**src/rtl/phy_tx_stim_checker.sv**
```systemverilog
// -----------------------------------------------------------------------------
// phy_tx_stim_checker
//
// Stimulus generator and lane-by-lane output checker for the PHY TX path.
// It sits on clk_2f beside a behavioural/structural TX pair. It feeds both
// of them the same data_input/valid/active stream from a programmable pattern
// source. It compares their outputs, counts words and mismatches, and reports
// pass/fail once the drain window has closed.
//
// Optional build macro:
//   STIM_FIRST_ERR_EN : when defined, the first mismatch of a run is captured
//                       (lowest mismatching lane, its ref and dut words).
//                       When undefined, first_err_* are tied to zero.
//
// Ports:
//   clk_2f          clock, all logic on the rising edge
//   reset           asynchronous active-low reset
//   start           one-cycle pulse; starts a run from IDLE or DONE
//   mode            00 incrementing, 01 Galois LFSR, 10/11 constant SEED
//   valid_rand      0: every word valid, 1: valid taken from an 8-bit LFSR
//   data_input      stimulus word (low DATA_W bits of the pattern register)
//   valid, active   stimulus qualifiers
//   ref_data/valid  behavioural outputs, lane i at [i*DATA_W +: DATA_W]
//   dut_data/valid  structural outputs, same packing
//   busy, done      run status (busy in RUN/DRAIN, done in DONE)
//   pass            meaningful only while done=1
//   tx_count        valid words generated this run
//   rx_count        ref_valid words seen this run, summed over lanes
//   err_count       lane mismatches this run, saturating
//   first_err_*     first-mismatch capture (see STIM_FIRST_ERR_EN)
// -----------------------------------------------------------------------------

// Per-lane comparator: a lane mismatches when the valids disagree, or when
// both are valid and the words differ.
module phy_tx_stim_lane_cmp #(
    parameter int DATA_W = 32
) (
    input  logic [DATA_W-1:0] ref_d,
    input  logic [DATA_W-1:0] dut_d,
    input  logic              ref_v,
    input  logic              dut_v,
    output logic              mism
);
    assign mism = (ref_v != dut_v) || (ref_v && (ref_d != dut_d));
endmodule


```
**config.mk**
```make
export PLATFORM = sky130hd
export DESIGN_NAME = phy_tx_stim_lane_cmp
export DESIGN_NICKNAME = d
export VERILOG_FILES = /design/src/rtl/phy_tx_stim_checker.sv
export SDC_FILE = /design/constraint.sdc
export NUM_CORES = 1
export LEC_CHECK = 0
export CAP_MARGIN = 20
export CORE_MARGIN = 2
export CORE_UTILIZATION = 22
export DETAILED_ROUTE_END_ITERATION = 16
export PLACE_DENSITY = 0.88
export SYNTH_ARGS = -nofsm -noshare
export SYNTH_HDL_FRONTEND = slang
export SYNTH_SLANG_ARGS = --single-unit
```
**constraint.sdc**
```tcl
create_clock -name vclk -period 1.6
set_input_delay 0.32 -clock vclk [all_inputs]
set_output_delay 0.32 -clock vclk [all_outputs]
set_load 0.02 [all_outputs]
```
==> flow_summary.json <==
{
  "status": "complete, no violations",
  "rows": 14,
  "cts_hold_buf": 0,
  "cpPeakStageDelay_ns": 0.27,
  "gp_congestion": 0.6038,
  "synth.top_cell.area_share": 0.7123,
  "design.seq.count": 0,
  "initial_core_util": 0.2367,
  "power_density_mw_per_mm2": 246.9,
  "holdWs_ns": 1.161,
  "synth_most_common_cell": "xnor2_1",
  "diodes": 0,
  "die_area_mm2": 0.001959,
  "io_buffers": 67,
  "rsz0062_at_grt": "true",
  "grt_max_degree": 3,
  "max_slew_margin": 0.8419,
  "nNetsFinal": 180,
  "via_per_inst": 4.516,
  "period_needed_ns": 1.567,
  "dp_slack_ns": -0.7575,
  "drc": 0,
  "wl_um": 1517,
  "drtIter0Drc": 2,
  "setup_slack_ns": 0.03284,
  "wire_per_inst_um": 11.85,
  "crit_cells": 6,
  "ir_drop_mv": 0.1130,
  "syn_inst": 45,
  "synth_commonest_cells": "xnor2_1 (29), nand4_1 (7), xor2_1 (3)",
  "syn-cell-area_um2": 356.6,
  "worstMarginPinSlew_ns": 0.2350,
  "critPathMaxFanout": 1,
  "p_leak_uw": 0.0004433,
  "critPathKind": "in2out",
  "synth_cell_types": 8,
  "yosysWarnings": 0,
  "synth_fp_nets": 111,
  "hold_path.class": "in2out",
  "arrival_ns": 1.25,
  "cp-startpoint": "ref_d[17]",
  "dp_hpwl_um": 1377,
  "hold_violations": 0,
  "nClkBuffers": 0,
  "ff_latch_area_um2": 0,
  "first_pass_iters": 2,
  "synth.avg_cell_area_um2": 7.924,
  "crit_path_end_kind": "output port",
  "cp_slowest_cell": "nor4_1",
  "drive_above_1_share": 0.5625,
  "io_pins": 67,
  "grtUsageTotal": 0.1602,
  "postCtsSetupBuffers": 0,
  "fillerInstances": 149,
  "die_y_um": 44.26,
  "synth_area_leaders": "xnor2_1 (71%), nand4_1 (12%), xor2_1 (7.4%)",
  "setup_viol": 0,
  "finalCritPeriodShare": 0.9795,
  "antenna_found_initial": 0,
  "die_w_um": 44.26,
  "vias": 578,
  "overflow": 0,
  "timing.fmax_mhz": 638.1,
  "drv_cap": 0,
  "cp-start-kind": "input port",
  "ys_seq_area_frac": 0,
  "drv_slew": 0,
  "grt_pass1_wl_um": 2442,
  "ant_nets": 0,
  "critPathCapture": "mism",
  "coreArea_mm2": 0.001506,
  "finalSetupTns_ns": 0,
  "syn2layout_area_growth_pct": 163.5,
  "grt_pass1_vias": 629,
  "crit_buf_inv": 2,
  "yosys.area.top_type": "xnor2_1",
  "cp_top_family": "simple AND/OR/NAND/NOR gates",
  "crit_chain": "buf_2 > xnor2_2 > nand4_1 > nor4_1 > a31oi_1 > buf_4",
  "cp.required_ns": 1.28
}
logic make-up (layout without fill, tap and decap cells):
kind of cell	Yosys count	count (layout)	share of synthesized area
buffers and inverters	0	67	0
xor gates and xnor gates	32	32	0.7860
and+or+nand+nor	12	12	0.1964
AOI/OAI and AO/OA	1	1	0.01756
tightest hold or removal path: stages:
cell,delay [ns]
dlygate4sd2_1,0.25
nor2_1,0.08
a31oi_1,0.04
buf_4,0.15
what timing repair did:
item / CTS / global route
pin swaps: 43 / 22
endpoints found under the setup margin: 1 / 1
gates resized for setup: 198 / 30
power by group:
| group | total (µW) | internal, µW | switching, µW | leakage (µW) |
|---|---|---|---|---|
| Sequential | 0 | 0 | 0 | 0 |
| Clock | 0 | 0 | 0 | 0 |
| Combinational | 232 | 155 | 77.0 | 0.000443 |
| Total | 232 | 155 | 77.0 | 0.000443 |
routing by layer:
layer  routed length (µm)  track usage  vias up
met5                    0            0        -
met4                    0            0        0
met3                  125      0.01633        0
met2                  915       0.3618       28
met1                  477       0.1572      257
li1                     -            -      293
worst min-delay path by stage:
stage	startpoint	to	slack (ns)	depth (start not counted)
6_report	ref_v	mism	1.16	4
5_1_grt	ref_v	mism	1.21	4
4_1_cts	ref_v	mism	1.16	4
3_5_place_dp	ref_v	mism	1.74	4
3_3_place_gp	ref_v	mism	1.73	4
2_1_floorplan	ref_v	mism	0.81	2
placed cells by master, fill, tap and decap left out:
| cell type | Yosys | final |
|---|---|---|
| xnor2_2 | 0 | 10 |
| clkdlybuf4s15_1 | 0 | 8 |
| nand3_1 | 1 | 1 |
| nor4_2 | 0 | 1 |
| buf_2 | 0 | 32 |
| xnor2_1 | 29 | 19 |
| a31oi_1 | 1 | 1 |
| nor4_1 | 2 | 1 |
| nand4_1 | 7 | 7 |
| buf_6 | 0 | 11 |
| nor2_1 | 1 | 1 |
| xor2_1 | 3 | 3 |
| nor3_2 | 0 | 1 |
| dlygate4sd2_1 | 0 | 8 |
| clkbuf_2 | 0 | 7 |
| buf_4 | 0 | 1 |
through the flow:
step / std cells / utilization / cell area [µm²] / power [µW]
floorplan: 45 / - / 356.6 / 78.72
global placement: 128 / 0.6952 / 1047 / 258.5
detailed placement: 128 / 0.6952 / 1047 / 265.0
CTS: 128 / 0.6030 / 908.4 / 216.9
global route: 128 / 0.6238 / 939.7 / 251.5
finish: 128 / 0.6238 / 939.7 / 232.0
cell type report:
class | instances | area [µm²] | area share
tap | 16 | 20.02 | 0.02130
multi-input combinational | 45 | 442.9 | 0.4714
timing repair buffer | 67 | 476.7 | 0.5073
Power figures use the tool's default switching activity.
